## config.mk

```make
export PLATFORM = sky130hd
export DESIGN_NAME = riscv_v_permutation_wb_stage
export DESIGN_NICKNAME = d
export VERILOG_FILES = /design/src/rtl/riscv_v_permutation_wb_stage.sv
export SDC_FILE = /design/constraint.sdc
export NUM_CORES = 1
export LEC_CHECK = 0
export CAP_MARGIN = 15
export CORE_MARGIN = 2
export CORE_UTILIZATION = 25
export CTS_CLUSTER_SIZE = 8
export DETAILED_ROUTE_END_ITERATION = 12
export PLACE_DENSITY = 0.4
export SYNTH_ARGS = -nofsm -noshare
export SYNTH_HDL_FRONTEND = slang
export SYNTH_SLANG_ARGS = --single-unit
```

## constraint.sdc

```tcl
create_clock -name clk -period 12.8 [get_ports clk]
set_input_delay 1.28 -clock clk [delete_from_list [all_inputs] [get_ports clk]]
set_output_delay 1.28 -clock clk [all_outputs]
set_load 0.01 [all_outputs]
```

## src/rtl/riscv_v_permutation_wb_stage.sv

```systemverilog
// Writeback stage behind the vector permutation ALU: an in-order FIFO of ALU results that
// retires each head entry to either the scalar or the vector regfile write port.
module riscv_v_permutation_wb_stage #(
    parameter int DATA_W     = 32,
    parameter int VDATA_W    = 128,
    parameter int REG_ADDR_W = 5,
    parameter int DEPTH      = 4
) (
    input  logic                       clk,
    input  logic                       rst_n,
    input  logic                       flush,
    input  logic                       in_valid,
    output logic                       in_ready,
    input  logic                       in_is_v2i,
    input  logic                       in_is_i2v,
    input  logic [REG_ADDR_W-1:0]      in_rd_addr,
    input  logic [DATA_W-1:0]          in_int_data,
    input  logic [VDATA_W-1:0]         in_vec_data,
    input  logic [VDATA_W/8-1:0]       in_vec_be,
    output logic                       x_wb_valid,
    input  logic                       x_wb_ready,
    output logic [REG_ADDR_W-1:0]      x_wb_addr,
    output logic [DATA_W-1:0]          x_wb_data,
    output logic                       v_wb_valid,
    input  logic                       v_wb_ready,
    output logic [REG_ADDR_W-1:0]      v_wb_addr,
    output logic [VDATA_W-1:0]         v_wb_data,
    output logic [VDATA_W/8-1:0]       v_wb_be,
    output logic [$clog2(DEPTH):0]     occupancy,
    output logic                       busy,
    output logic                       err_both
);
    localparam int PTR_W = $clog2(DEPTH);
    localparam int CNT_W = PTR_W + 1;
    localparam int BE_W  = VDATA_W / 8;

    logic [PTR_W-1:0] wr_ptr_q, wr_ptr_d;
    logic [PTR_W-1:0] rd_ptr_q, rd_ptr_d;
    logic [CNT_W-1:0] count_q, count_d;
    logic             err_both_q, err_both_d;

    logic                  mem_dest_x_q [DEPTH];
    logic [REG_ADDR_W-1:0] mem_addr_q   [DEPTH];
    logic [DATA_W-1:0]     mem_int_q    [DEPTH];
    logic [VDATA_W-1:0]    mem_vec_q    [DEPTH];
    logic [BE_W-1:0]       mem_be_q     [DEPTH];

    logic push, pop, have_head, head_dest_x;

    assign in_ready    = (count_q != CNT_W'(DEPTH)) && !flush;
    assign push        = in_valid && in_ready;
    assign have_head   = (count_q != '0);
    assign head_dest_x = mem_dest_x_q[rd_ptr_q];
    assign x_wb_valid  = have_head && head_dest_x;
    assign v_wb_valid  = have_head && !head_dest_x;
    // A flush cycle ignores any handshake on the writeback side.
    assign pop         = !flush && ((x_wb_valid && x_wb_ready) || (v_wb_valid && v_wb_ready));

    // Payloads are gated so the idle port always presents zeros.
    assign x_wb_addr = x_wb_valid ? mem_addr_q[rd_ptr_q] : '0;
    assign x_wb_data = x_wb_valid ? mem_int_q[rd_ptr_q]  : '0;
    assign v_wb_addr = v_wb_valid ? mem_addr_q[rd_ptr_q] : '0;
    assign v_wb_data = v_wb_valid ? mem_vec_q[rd_ptr_q]  : '0;
    assign v_wb_be   = v_wb_valid ? mem_be_q[rd_ptr_q]   : '0;

    assign occupancy = count_q;
    assign busy      = have_head;
    assign err_both  = err_both_q;

    always_comb begin
        wr_ptr_d   = wr_ptr_q;
        rd_ptr_d   = rd_ptr_q;
        count_d    = count_q;
        err_both_d = err_both_q;
        if (flush) begin
            wr_ptr_d = '0;
            rd_ptr_d = '0;
            count_d  = '0;
        end else begin
            if (push) wr_ptr_d = wr_ptr_q + 1'b1;
            if (pop)  rd_ptr_d = rd_ptr_q + 1'b1;
            case ({push, pop})
                2'b10:   count_d = count_q + 1'b1;
                2'b01:   count_d = count_q - 1'b1;
                default: count_d = count_q;
            endcase
            if (push && in_is_v2i && in_is_i2v) err_both_d = 1'b1;
        end
    end

    always_ff @(posedge clk or negedge rst_n) begin
        if (!rst_n) begin
            wr_ptr_q   <= '0;
            rd_ptr_q   <= '0;
            count_q    <= '0;
            err_both_q <= 1'b0;
        end else begin
            wr_ptr_q   <= wr_ptr_d;
            rd_ptr_q   <= rd_ptr_d;
            count_q    <= count_d;
            err_both_q <= err_both_d;
        end
    end

    // Storage is unreset; the count gates every read so stale contents never leak out.
    for (genvar gi = 0; gi < DEPTH; gi++) begin : g_entry
        always_ff @(posedge clk) begin
            if (push && (wr_ptr_q == PTR_W'(gi))) begin
                mem_dest_x_q[gi] <= in_is_v2i;
                mem_addr_q[gi]   <= in_rd_addr;
                mem_int_q[gi]    <= in_int_data;
                mem_vec_q[gi]    <= in_vec_data;
                mem_be_q[gi]     <= in_vec_be;
            end
        end
    end
endmodule

```

Yosys cells after proc, flatten, opt, wreduce, memory -nomap -nowiden
Memories as Yosys holds them, arrays and structs flattened. Cells that the tools add are included.

Equality and inequality tests: 6. Muxes and demuxes: 64. Reduce and logical (&&, ||, !) cells: 37. Bitwise gates (word level): 1. Add/subtract/negate cells: 4.

Operators by type and width (number): two-way mux 128 bit (4); OR reduction 128 bit (3); two-way mux 32 bit (4); OR reduction 32 bit (3); two-way mux 16 bit (4); OR reduction 16 bit (3); two-way mux 2 bit (19); two-way mux 1 bit (26); two-way mux 5 bit (5); OR reduction 5 bit (3); logical AND 1 bit (13); equality test 2 bit (second input constant) (3); one-hot mux 3 bit (2 select lines) (1); nonzero test 3 bit (2); adder 2 x 1 -> 2 bit (second input constant) (2); equality test 2 x 1 -> 1 bit (second input constant) (2); nonzero test 2 bit (2); adder 3 x 1 -> 3 bit (second input constant) (1); two-way mux 3 bit (1); inequality test 3 bit (second input constant) (1); OR reduction 1 bit (3); subtractor 3 x 1 -> 3 bit (second input constant) (1); logical NOT 1 bit (2); logical NOT 2 bit (1); other kinds (3) (3).

Input port bits: 189. Word-level logic and storage cells: 121. Flip-flop bits (word level): 8. Memory bits (writable): 728. Output and inout bits: 194. Memories kept: 5.

Memory list: mem_vec_q (depth 4, bits a word 128, read ports 1, clocked after Yosys merged registers in 0, write ports 1, RTL line 45) `logic [VDATA_W-1:0] mem_vec_q [DEPTH];`; mem_int_q (depth 4, bits a word 32, read ports 1, clocked after Yosys merged registers in 0, write ports 1, RTL line 44) `logic [DATA_W-1:0] mem_int_q [DEPTH];`; mem_be_q (depth 4, bits a word 16, read ports 1, clocked after Yosys merged registers in 0, write ports 1, RTL line 46) `logic [BE_W-1:0] mem_be_q [DEPTH];`; mem_addr_q (depth 4, bits a word 5, read ports 1, clocked after Yosys merged registers in 0, write ports 1, RTL line 43) `logic [REG_ADDR_W-1:0] mem_addr_q [DEPTH];`; mem_dest_x_q (depth 4, bits a word 1, read ports 1, clocked after Yosys merged registers in 0, write ports 1, RTL line 42) `logic mem_dest_x_q [DEPTH];`.

Depth between registers and ports, before layout
Word-level depth: 10. Mapped depth: 8. Gate-level depth less buffers: 7.

Least setup slack after synthesis
Ideal clock, no wire load.

Kind: input -> register. Start point: in in_valid. End point: mem mem_addr_q[0][0], enable pin. Setup slack: 5.912 ns. Data required time: 12.236 ns. Buffers on the path: 1. Setup time: 0.564 ns. Cell stages on the path: 4. Arrival time: 6.324 ns. Cells stage by stage: inv_1 -> a211oi_1 -> clkbuf_1 -> and2_1.

Longest elaborated chain between the ends: 8. Elaborated cells between the ends (all ways): 22. Those cells by class: 14 x mux; 8 x reduce/logical.

Ends and longest elaborated chain: start, declared (RTL line 12) `input logic in_valid,`; logical AND 1 bit * (RTL line 51) `assign push = in_valid && in_ready;`; logical AND 1 bit (RTL line 108) `if (push && (wr_ptr_q == PTR_W'(gi))) begin`; two-way mux 1 bit (RTL line 108); two-way mux 1 bit (implied by the code) (RTL line 110) `mem_addr_q[gi] <= in_rd_addr;`; OR reduction 5 bit (no line); two-way mux 2 bit (no line) / two-way mux 1 bit (equally long branches) (3 in series); end, declared (RTL line 43).

Every way passes the cells marked *; elsewhere a longest branch is shown, timed or not.

Worst setup path in the final report
Start point: reg rd_ptr_q[0]. End point: out v_wb_data[80].

Longest elaborated chain between the ends: 4. Elaborated cells between the ends (all ways): 5. Those cells by class: 1 x mux; 2 x reduce/logical; 2 x memory.

Ends and longest elaborated chain: start, declared (RTL line 38) `logic [PTR_W-1:0] rd_ptr_q, rd_ptr_d;`; start signal, assigned (RTL line 99) `rd_ptr_q <= rd_ptr_d;`; memory read (4 x 1 bit); logical NOT 1 bit (RTL line 55) `assign v_wb_valid = have_head && !head_dest_x;`; logical AND 1 bit (RTL line 55); two-way mux 128 bit * (RTL line 63) `assign v_wb_data = v_wb_valid ? mem_vec_q[rd_ptr_q] : '0;`; end, declared (RTL line 27) `output logic [VDATA_W-1:0] v_wb_data,`.

Marked as above.

==> flow_metrics.tcl <==
set metrics [dict create \
    post-route-min-period_ps 5950 \
    grt_pass1_vias 15100 \
    path_cells "mux4_2 -> nor2_4 -> buf_12 -> and2_1 -> clkdlybuf4s50_1" \
    hold_viol 0 \
    drt_pre_antenna_iters 4 \
    fill_cells 10600 \
    vdd_drop_max_uv 131 \
    clk_path_buf_depth 3 \
    grt.total_usage_pct 12.3 \
    drc 0 \
    dp.cells 3045 \
    setup_viol 0 \
    place_worst_setup_slack_ps 7030 \
    drt-total-wl_um 70300 \
    r2r_slack_ps 8610 \
    cts.repair.resized 0 \
    die_area_sq_um 115000 \
    synth_area_sq_um 28000 \
    port_buffers 382 \
    setup_tns_ps 0 \
    num-nets-final 1855 \
    hp-class "flip-flop to flip-flop" \
    grt_max_degree 137 \
    worst-endpoint-arrival_ps 4670 \
    ant_nets 0 \
    synth.avg_cell_area_sq_um 22.9 \
    grt_pass1_wl_um 104000 \
    ys_seq_area_share_pct 78.9 \
    num_vias 13600 \
    cellLeakagePower_nw 11.3 \
    crit_path_end_kind "primary output" \
    tightestPinTransition_ps 1000 \
    detail_route.wl_per_cell_um 22.1 \
    critPathMaxFanout 136 \
    antenna_found_initial 16 \
    synth_edf_count 728 \
    syn_inst 1220 \
    critPathLaunchType "flip-flop" \
    vias_per_cell 4.27 \
    numCtsBuffers 102 \
    dieWidth_um 338 \
    reg2reg_from "occupancy[1]" \
    final-seq-area_sq_um 22100 \
    h-tree-depth 3 \
    cts_tree "done" \
    instances_no_fill 3180 \
    overflow 0 \
    critPathKind "flip-flop to primary output" \
    ys_warn_count 0 \
    holdBufCountCts 0 \
    min_path_cells 1 \
    clk_pin_slew_ps 50 \
    core_sq_um 111000 \
    rsz0062_at_grt "false" \
    min_from "err_both" \
    p_per_area_nw_per_um2 190 \
    whs_endpoint "err_both" \
    dr.first_iter.drc_count 725 \
    clock-sinks 736 \
    worstSkewPairLatency_ps 660 \
    place.gp.congestion 0.707 \
    synth.distinct_cells 31 \
    clock-skew-final_ps 21.1 \
    worstReg2RegEnd "mem_vec_q[0][95]" \
    relSlewSlack_pct 33.1 \
    slew_violations 0 \
    ios 383 \
    areaGrowthSynthToFinish_pct 30.0 \
    worstPathRequired_ps 11520 \
    r2r_cells 6 \
    placementRows 122 \
    hpwl_um 39900 \
    initial_utilization_pct 25.2 \
    cap_violations 0 \
    cts_setup_buffers 0 \
    final.setup.worst_slack_ps 6850 \
    synth_async_sr_flop_share_pct 1.09 \
    cp_slowest_cell "mux4_2" \
    drive_gt1_share_pct 19.2 \
    fmax_mhz 168 \
    multi_input_area_sq_um 5630 \
    post-route-period-util_pct 46.5 \
    ys_ff_latch 736 \
    yosys_most_used_dff "edfxtp_1" \
    root_buffer "clkbuf_16" \
    cp_slowest_stage_delay_ps 1020 \
    outcome "finished clean" \
    fp.dieH_um 338 \
    syn_nets 1414 \
]
-- cells by family after synthesis --
| kind of cell | Yosys count | synth area share (%) |
|---|---|---|
| DFF | 736 | 78.9 |
| and+or+nand+nor | 213 | 4.70 |
| muxes | 185 | 14.8 |
| buffers and inverters | 72 | 1.02 |
| AOI/OAI and AO/OA | 6 | 0.157 |
| adders and majority gates | 5 | 0.251 |
| xor gates and xnor gates | 3 | 0.143 |
-- cells in the final DEF (no fill, tap or decap), types with 4 or more instances in the layout --
cell type        synthesis  final
and2_1                 153    149
and2_4                   0      4
and3_1                  38     38
buf_4                    0     20
clkbuf_1                46     24
clkbuf_16                0    104
clkdlybuf4s50_1          0    382
dfrtp_1                  8      6
edfxtp_1               728    728
ha_1                     4      4
inv_1                    5      5
mux4_2                 182    182
nor2_1                   8      7
-- report_power, final --
part | internal, W | switching [W]
Sequential | 0.00282 | 0.0000634
Clock | 0.00144 | 0.000940
Combinational | 0.000844 | 0.000796
Total | 0.00510 | 0.00180
-- synthesized netlist by cell type, types with 2 or more instances --
library cell  number  area, sq um
edfxtp_1         728        21900
mux4_2           182         4100
and2_1           153          957
clkbuf_1          46          173
and3_1            38          238
buf_2             11         55.1
buf_1             10         37.5
dfrtp_1            8          200
nor2_1             8         30.0
inv_1              5         18.8
ha_1               4         50.1
nand2_1            3         11.3
nor4b_1            3         26.3
nor3b_1            2         15.0
nor4_1             2         12.5
xnor2_1            2         17.5
-- worst max path at each step --
stage,startpoint,end,cells after the start
after floorplan,in_valid,mem_addr_q[0][0],4
after global placement,flush,mem_vec_q[0][35],6
after detailed placement,flush,mem_vec_q[0][96],6
after CTS,rd_ptr_q[0],v_wb_data[34],5
after global routing,rd_ptr_q[0],v_wb_data[34],5
final,rd_ptr_q[0],v_wb_data[80],5
-- layer usage --
layer  global-route usage [%]  share of wire (%)
met4                     3.76                2.2
met1                     16.0                 43
met2                     19.6                 47
met5                        0               0.26
met3                     3.94                6.9
-- state kept, by name (all words and copies together), names as in the netlist --
signal / flops
mem_addr_q: 20
mem_be_q: 64
mem_int_q: 128
occupancy: 3
mem_dest_x_q: 4
rd_ptr_q: 2
mem_vec_q: 512
wr_ptr_q: 2
err_both: 1
-- cell type report --
class,instances,share of cell area (%)
diodes,1,0.00689
clock buffers,128,7.41
clock inverters,6,0.141
inverters,5,0.0516
multi-input cells,412,15.5
flip-flops and latches,736,60.7
well taps,1488,5.12
repair buffers,404,11.0
-- metrics by stage --
step                hold WS, ps  total power (W)  area [sq um]  util, %
finish                      479          0.00690         36300     32.8
global placement            488          0.00464         33600     30.3
CTS                         483          0.00708         36300     32.8
global route                501          0.00725         36300     32.8
detailed placement          471          0.00464         33600     30.3
floorplan                   512          0.00379         28000        -
-- worst max-delay path, delay by kind of cell, from the launching register on --
family / cells / cell delay, ps
buffers and inverters: 2 / 1090
multiplexers: 1 / 1020
AND/OR/NAND/NOR: 2 / 700
flip-flops: 1 / 900
Power figures use the tool's default switching activity.
